$ cat config.mk
export PLATFORM = sky130hd
export DESIGN_NAME = cp0_exc_seq
export DESIGN_NICKNAME = d
export VERILOG_FILES = /design/src/rtl/cp0_exc_seq.sv
export SDC_FILE = /design/constraint.sdc
export NUM_CORES = 1
export LEC_CHECK = 0
export ABC_AREA = 1
export CAP_MARGIN = 15
export CORE_MARGIN = 3
export CORE_UTILIZATION = 43
export CTS_CLUSTER_SIZE = 30
export DETAILED_ROUTE_END_ITERATION = 10
export HOLD_SLACK_MARGIN = 0.05
export MAX_ROUTING_LAYER = met4
export PLACE_DENSITY_LB_ADDON = 0.08
export SLEW_MARGIN = 20
export SYNTH_ARGS = -nofsm -noshare
export SYNTH_HDL_FRONTEND = slang
export SYNTH_SLANG_ARGS = --single-unit
$ cat constraint.sdc
create_clock -name clk -period 1.8 [get_ports clk]
set_clock_uncertainty 0.15 [all_clocks]
set_input_delay 0.36 -clock clk [delete_from_list [all_inputs] [get_ports clk]]
set_output_delay 0.36 -clock clk [all_outputs]
set_load 0.01 [all_outputs]
$ cat src/rtl/cp0_exc_seq.sv
// Coprocessor-0 register file and exception/interrupt sequencer.
// Sits at the M stage. Decides whether the M instruction traps, is
// interrupted or executes ERET. Drives the pipeline flush and the one-cycle
// PC redirect that follows. Owns SR, Cause, EPC and PRId.
module cp0_exc_seq #(
    parameter logic [31:0] HANDLER_PC = 32'h0000_4180,
    parameter logic [31:0] PRID_VAL   = 32'h2017_1226
) (
    input  logic        clk,
    input  logic        rst_n,
    input  logic        valid_m,
    input  logic [31:0] pc_m,
    input  logic        bd_m,
    input  logic [4:0]  exccode_m,
    input  logic [5:0]  hwint,
    input  logic        eret_m,
    input  logic        mtc0_m,
    input  logic [4:0]  cp0_addr,
    input  logic [31:0] cp0_wdata,
    output logic [31:0] cp0_rdata,
    output logic        flush,
    output logic        redirect,
    output logic [31:0] redirect_pc,
    output logic        exl
);

    localparam logic [4:0] ADDR_SR    = 5'd12;
    localparam logic [4:0] ADDR_CAUSE = 5'd13;
    localparam logic [4:0] ADDR_EPC   = 5'd14;
    localparam logic [4:0] ADDR_PRID  = 5'd15;

    // RUN evaluates the M instruction. ENTRY and RETURN each last one cycle
    // and carry the redirect to the handler or back to EPC.
    typedef enum logic [1:0] {
        ST_RUN    = 2'd0,
        ST_ENTRY  = 2'd1,
        ST_RETURN = 2'd2
    } state_t;

    state_t      state_r;
    logic [5:0]  sr_im_r;
    logic        sr_exl_r;
    logic        sr_ie_r;
    logic        cause_bd_r;
    logic [4:0]  cause_code_r;
    logic [5:0]  cause_ip_r;
    logic [31:0] epc_r;
    logic        redirect_r;
    logic [31:0] redirect_pc_r;

    logic        in_run_s;
    logic        int_p_s;
    logic        exc_p_s;
    logic        take_s;
    logic        eret_go_s;
    logic        mtc0_go_s;
    logic [31:0] epc_next_s;
    logic [31:0] rdata_s;

    // SR image: IM in [15:10], EXL in [1], IE in [0]. All other bits are zero.
    function automatic logic [31:0] pack_sr(input logic [5:0] im,
                                            input logic       exl_bit,
                                            input logic       ie);
        pack_sr = {16'h0000, im, 8'h00, exl_bit, ie};
    endfunction

    // Cause image: BD in [31], IP in [15:10], ExcCode in [6:2].
    function automatic logic [31:0] pack_cause(input logic       bd,
                                               input logic [5:0] ip,
                                               input logic [4:0] code);
        pack_cause = {bd, 15'h0000, ip, 3'b000, code, 2'b00};
    endfunction

    // A delay-slot instruction restarts at its branch. The subtraction wraps
    // modulo 2^32.
    function automatic logic [31:0] trap_epc(input logic [31:0] pc,
                                             input logic        bd);
        trap_epc = bd ? (pc - 32'd4) : pc;
    endfunction

    assign in_run_s  = (state_r == ST_RUN);
    assign int_p_s   = (|(hwint & sr_im_r)) & sr_ie_r & ~sr_exl_r;
    assign exc_p_s   = valid_m & (exccode_m != 5'd0);
    assign take_s    = in_run_s & valid_m & (int_p_s | exc_p_s);
    assign eret_go_s = in_run_s & valid_m & eret_m & ~take_s;
    assign mtc0_go_s = in_run_s & valid_m & mtc0_m & ~take_s;

    // Flush is needed in the deciding cycle and throughout the redirect cycle.
    assign flush       = take_s | eret_go_s | ~in_run_s;
    assign redirect    = redirect_r;
    assign redirect_pc = redirect_pc_r;
    assign exl         = sr_exl_r;
    assign cp0_rdata   = rdata_s;

    // Next EPC: a trap captures the restart PC, and MTC0 writes a word-aligned value.
    always_comb begin
        epc_next_s = epc_r;
        if (take_s) begin
            epc_next_s = trap_epc(pc_m, bd_m);
        end else if (mtc0_go_s && (cp0_addr == ADDR_EPC)) begin
            epc_next_s = {cp0_wdata[31:2], 2'b00};
        end else begin
            epc_next_s = epc_r;
        end
    end

    // MFC0 read mux. It reads the current registers, so a same-cycle MTC0 is not forwarded.
    always_comb begin
        rdata_s = 32'h0000_0000;
        case (cp0_addr)
            ADDR_SR:    rdata_s = pack_sr(sr_im_r, sr_exl_r, sr_ie_r);
            ADDR_CAUSE: rdata_s = pack_cause(cause_bd_r, cause_ip_r, cause_code_r);
            ADDR_EPC:   rdata_s = epc_r;
            ADDR_PRID:  rdata_s = PRID_VAL;
            default:    rdata_s = 32'h0000_0000;
        endcase
    end

    // Sequencer FSM with the registered redirect outputs.
    always_ff @(posedge clk or negedge rst_n) begin
        if (!rst_n) begin
            state_r       <= ST_RUN;
            redirect_r    <= 1'b0;
            redirect_pc_r <= 32'h0000_0000;
        end else begin
            case (state_r)
                ST_RUN: begin
                    if (take_s) begin
                        state_r       <= ST_ENTRY;
                        redirect_r    <= 1'b1;
                        redirect_pc_r <= HANDLER_PC;
                    end else if (eret_go_s) begin
                        state_r       <= ST_RETURN;
                        redirect_r    <= 1'b1;
                        redirect_pc_r <= epc_next_s;
                    end else begin
                        state_r       <= ST_RUN;
                        redirect_r    <= 1'b0;
                        redirect_pc_r <= 32'h0000_0000;
                    end
                end
                ST_ENTRY, ST_RETURN: begin
                    state_r       <= ST_RUN;
                    redirect_r    <= 1'b0;
                    redirect_pc_r <= 32'h0000_0000;
                end
                default: begin
                    state_r       <= ST_RUN;
                    redirect_r    <= 1'b0;
                    redirect_pc_r <= 32'h0000_0000;
                end
            endcase
        end
    end

    // SR update. Trap entry sets EXL, and ERET clears it after any same-cycle MTC0.
    always_ff @(posedge clk or negedge rst_n) begin
        if (!rst_n) begin
            sr_im_r  <= 6'b000000;
            sr_exl_r <= 1'b0;
            sr_ie_r  <= 1'b0;
        end else begin
            if (mtc0_go_s && (cp0_addr == ADDR_SR)) begin
                sr_im_r <= cp0_wdata[15:10];
                sr_ie_r <= cp0_wdata[0];
            end else begin
                sr_im_r <= sr_im_r;
                sr_ie_r <= sr_ie_r;
            end
            if (take_s) begin
                sr_exl_r <= 1'b1;
            end else if (eret_go_s) begin
                sr_exl_r <= 1'b0;
            end else if (mtc0_go_s && (cp0_addr == ADDR_SR)) begin
                sr_exl_r <= cp0_wdata[1];
            end else begin
                sr_exl_r <= sr_exl_r;
            end
        end
    end

    // Cause update. IP tracks the interrupt lines every cycle. An interrupt reports ExcCode 0.
    always_ff @(posedge clk or negedge rst_n) begin
        if (!rst_n) begin
            cause_bd_r   <= 1'b0;
            cause_code_r <= 5'd0;
            cause_ip_r   <= 6'b000000;
        end else begin
            cause_ip_r <= hwint;
            if (take_s) begin
                cause_bd_r   <= bd_m;
                cause_code_r <= int_p_s ? 5'd0 : exccode_m;
            end else begin
                cause_bd_r   <= cause_bd_r;
                cause_code_r <= cause_code_r;
            end
        end
    end

    // EPC register.
    always_ff @(posedge clk or negedge rst_n) begin
        if (!rst_n) begin
            epc_r <= 32'h0000_0000;
        end else begin
            epc_r <= epc_next_s;
        end
    end

endmodule

# Word-level counts from Yosys, hierarchy flattened

Cells that the tools add are included.

RAM bits: 0
Output and inout port bits: 67
Bits of input ports: 86
Logic and storage cells: 54
Memories kept: 0
Latch bits: 0
Bits in registers: 87
Memory bits (read-only): 0

Magnitude comparators: 0
Equality and inequality tests: 4
Shift operators: 0
$mul: 0
Add/sub/neg operators: 1
Mux-type cells: 17
Reductions and logical operators: 6
Bitwise operators: 16
Divide/modulo/power cells: 0

Operator list:

| operator                                           | number |
|---|---|
| two-way mux 32 bit                                 | 6 |
| one-hot mux 32 bit (4 select lines)                | 1 |
| subtractor 32 x 3 -> 32 bit, second input constant | 1 |
| == test 5 x 4 -> 1 bit, second input constant      | 4 |
| AND 1 bit                                          | 9 |
| AND 6 bit                                          | 1 |
| two-way mux 1 bit                                  | 6 |
| two-way mux 2 bit                                  | 3 |
| OR reduction 6 bit                                 | 1 |
| two-way mux 5 bit                                  | 1 |
| nonzero test 5 bit                                 | 1 |
| NOT 1 bit                                          | 3 |
| bitwise OR 1 bit                                   | 3 |
| nonzero test 3 bit                                 | 1 |
| logical AND 1 bit                                  | 2 |
| zero test 2 bit                                    | 1 |

# Longest topological paths before layout

Depth in word-level cells: 14
Mapped depth: 13
Mapped depth without buffers: 13

# Worst setup path before layout

No wires, ideal clock.

Path kind: input to output
From: input port cp0_addr[3]
To: output port cp0_rdata[21]
Arrival time: 1.418 ns
Path buffers: 1
Stages on the path: 5
Setup slack: -0.128 ns
Data required time: 1.290 ns
Cell sequence: nand2_1 nor4_4 clkinv_1 clkbuf_1 nor2_1

Word-level cells in the longest chain between the ends: 2
Elaborated cells between the ends (all ways): 5
Those cells by class: eq/ne (4); mux (1)

Ends and longest elaborated chain:

| item                                    | line | RTL |
|---|---|---|
| from (decl)                             | 18   | `input logic [4:0] cp0_addr,` |
| == test 5 x 4 -> 1 bit                  | 110  | `case (cp0_addr)` |
| one-hot mux 32 bit (4 select lines) (*) | 110  |  |
| to (decl)                               | 20   | `output logic [31:0] cp0_rdata,` |

Mark *: on every way between the ends. The rest lies on a longest branch, timed or not.

# Final worst setup path

From: input port pc_m[12]
To: register redirect_pc_r[29], in the netlist redirect_pc[29]

Word-level cells in the longest chain between the ends: 6

Ends and longest elaborated chain:

| item                        | line | RTL |
|---|---|---|
| from (decl)                 | 12   | `input logic [31:0] pc_m,` |
| subtractor 32 x 3 -> 32 bit | 78   | `trap_epc = bd ? (pc - 32'd4) : pc;` |
| two-way mux 32 bit          | 78   |  |
| two-way mux 32 bit          | 98   | `if (take_s) begin` |
| two-way mux 32 bit          | 132  | `end else if (eret_go_s) begin` |
| two-way mux 32 bit          | 128  | `if (take_s) begin` |
| two-way mux 32 bit          | 126  | `case (state_r)` |
| to (signal assigned)        | 135  | `redirect_pc_r <= epc_next_s;` |
| to (decl)                   | 49   | `logic [31:0] redirect_pc_r;` |

Every way passes these cells.
A chain may end at the register's enable or synchronous reset.

==> results.md <==
- Worst hold path class: in -> reg
- Failing checks: setup timing
- EDFF count, synth: 0
- Max-slew violation count: 0
- Maximum vdd drop: approximately 640 µV
- Yosys Warn Count: 0
- Core Rows: 38
- Total power: 5.767 mW
- FMAX: roughly 430 MHz
- P&R area growth vs syn: 94.52%
- Area leader, netlist: dfrtp_1
- Final setup TNS: -36,540 ps
- Final setup fails: 114
- Via count: between 6,000 and 7,000
- Final GP Congestion: ~0.91
- Post-Syn Instances: 700
- Finished Layout Cells: 1,148
- Final period utilization: 129.1%
- Global route total overflow: 0
- CTS H-tree depth: 3
- Worst Path Max Fanout: 4
- # nets final: around 1,100
- Drt total wl: between 20,000 and 30,000 µm
- Min cycle time layout: approximately 2300 ps
- Slew headroom: between 60 and 70%
- Worst Slack Setup Final: -523.5 ps
- Insertion delay to the later sink of the worst-skew pair: about 360 ps
- FF+latch count, synth: just under 90
- CTS tree: built
- Root Driver: clkbuf_16
- Crit path capture type: register
- Inserted Clock Buffers: 9
- Slowest-stage cell, CP: clkdlybuf4s50_1
- GRT Total Usage: roughly 32%
- Die Ht: about 110 µm
- WP data required: slightly below 2000 ps
- Clk sinks: 87
- Dpl cell area: 7547 µm²
- CP startpoint kind: input port
- Cell mode on critical path: nand2_1
- Cell Area, Synth: roughly 5000 µm²
- Status: finished with violations
- DRC violations left: 0
- Dpl cells: 1,075
- Crit-path leading delay family: simple AND/OR/NAND/NOR gates
- Average size of a mapped cell: 6.978 µm²
- Vias in the first global route: about 6,200
- Starting DRT DRC Count: around 940
- Initial Util: about 44%
- Post-synthesis sequential area ratio: between 40% and 50%
- Least-Margin Pin Slew: about 500 ps
- Width of the die: 112.6 µm
- Post-route cell area: approximately 9500 µm²
- Setup CP Type: in -> reg
- Largest net degree at the start of global routing: 38
- Clock Pin Slew Worst Setup and Hold Paths: around 70 ps
- Syn nets: 787
- Buffers plus inverters on the worst setup path: 2
- Most common flop cell mapped by yosys: dfrtp_1
- Antenna viol nets, final: 0
- Synth top area cells: dfrtp_1 (45%), nand2_1 (15%), inv_1 (8.1%), nor2_1 (7.9%), nand3_1 (7.4%)
- Asr flop ratio synth: 100.0%
- Synth top area share: between 40 and 50%
- # port buffers: roughly 150
- DRT Pass-1 Iters: 6
- Hold Vio Cnt, Final: 0
- Largest stage delay on the critical path: roughly 480 ps
- # IOs: about 150
- Core area: around 11,000 µm²
- Die Area: between 10,000 and 15,000 µm²
- Number of library cell types mapped by synthesis: 33
- Lkg Pwr: between 4 and 5 nW
- Power per standard cell area: approximately 600 nW/µm²
- Place WS: -1125 ps
- RSZ-0062 raised after global routing: yes
- Avg WL per Cell: 23.65 µm
- Clock Path Buffers: 2
- # Max-Cap Violations: 0
- First-pass GRT wire length: 31,450 µm
- CP Cell Sequence: clkdlybuf4s50_1 > nor2_1 > buf_4 > nand2_1 > nor2_1 > nand2_1 > o21ai_0 > nand2_1 > nand2_1 > nand2_1 > nand2_1 > nand2_2 > nor2_1
- Share of cells above drive strength 1: between 40% and 50%
- Crit path DAT: 2470 ps
- Antenna violations before repair: 1
- Via-per-instance ratio: 5.967
- Post-DP HPWL: 13,120 µm
[kinds of logic after synthesis]
logic type      synth area share (%)
simple gates                   38.45
buf+inv                        10.78
flops                          44.57
compound gates                 5.558
xor+xnor                      0.1793
mux                           0.2049
fa+ha+maj                     0.2561
[state kept, by name, indices dropped and copies added (netlist names)]
| register | count |
|---|---|
| epc_r | 32 |
| redirect_pc | 32 |
| cause_ip_r | 6 |
| sr_im_r | 6 |
| cause_code_r | 5 |
| state_r | 2 |
| cause_bd_r | 1 |
| exl | 1 |
| redirect | 1 |
| sr_ie_r | 1 |
[cell usage after synthesis (2+ instances only)]
cell type / instances
nand3b_1: 2
nand4_1: 40
nor3_1: 5
inv_1: 105
buf_2: 10
nand2_1: 196
nor2_1: 103
o21ai_0: 26
nand3_1: 72
o31ai_1: 3
o21ai_1: 2
a21oi_1: 8
nor4_2: 2
dfrtp_1: 87
clkinv_1: 2
buf_4: 2
o211ai_1: 6
clkbuf_1: 14
[power breakdown]
group	total, mW	switching [mW]	leakage, nW	internal, mW
registers	2.29	0.178	1.09	2.11
clock network	1.87	0.891	0.135	0.979
logic	1.61	0.877	3.47	0.733
total	5.77	1.95	4.70	3.82
[through the flow]
stage	util, %	hold slack [ps]
3_5_place_dp	68.72	151.1
3_3_place_gp	68.72	148.2
4_1_cts	77.19	99.75
5_1_grt	86.51	121.3
2_1_floorplan	-	-85.59
6_report	86.51	125.2
[cells in the final DEF, fill, tap and decap left out, drive strengths merged]
master	count
diode	1
and2	1
a41oi	1
dlygate4sd2	12
nand4	41
xor2	1
dlymetal6s2s	7
nor3	5
o31ai	3
clkinvlp	2
a21oi	8
nor2	103
mux2i	1
nand2	197
and3b	1
dfrtp	87
ha	1
or4	1
o211ai	6
dlygate4sd3	1
clkbuf	15
nor4	3
clkinv	3
nand3	74
clkdlybuf4s50	94
inv	109
buf	198
a22o	1
nand3b	2
o21ai	28
o22ai	1
[layout make-up]
cell class | instances | area [µm²]
Inverter | 108 | 440.4
Multi-Input combinational cell | 479 | 3203
Antenna cell | 1 | 2.502
Clock buffer | 10 | 239.0
Sequential cell | 87 | 2177
Clock inverter | 6 | 42.54
Tap cell | 140 | 175.2
Timing Repair Buffer | 317 | 3222
Fill cell | 518 | 1481
[timing repair]
action                                  CTS  global route
endpoints found under the setup margin  112           112
pin swaps                                22            64
endpoints found under the hold margin    24             0
setup buffers                            30            20
hold buffers                              1             0
gates resized for setup                 282           247
cloned                                    7             7
[final timing paths]
check / from / to / slack, ps / cells after the start
worst min register to register: epc_r[1]$_DFF_PN0_ / redirect_pc[1]$_DFF_PN0_ / 450 / 2
worst max register to register: sr_im_r[2]$_DFFE_PN0P_ / redirect_pc[13]$_DFF_PN0_ / -470 / 14
min in group asynchronous: rst_n / sr_ie_r$_DFFE_PN0P_ / 320 / 2
worst max-delay path: pc_m[12] / redirect_pc[29]$_DFF_PN0_ / -520 / 13
max in group asynchronous: rst_n / redirect_pc[20]$_DFF_PN0_ / 640 / 3
worst min-delay path: hwint[2] / cause_ip_r[2]$_DFF_PN0_ / 130 / 1
[per-layer routing]
layer / global-route usage [%] / vias up / part of all wire [%]
met3: 4.852 / 192 / 10
met1: 39.44 / 3261 / 35
met2: 53.28 / 555 / 46
met4: 14.50 / 0 / 7.9
li1: - / 2842 / -
met5: - / - / 0
(Power assumes the default switching activity.)
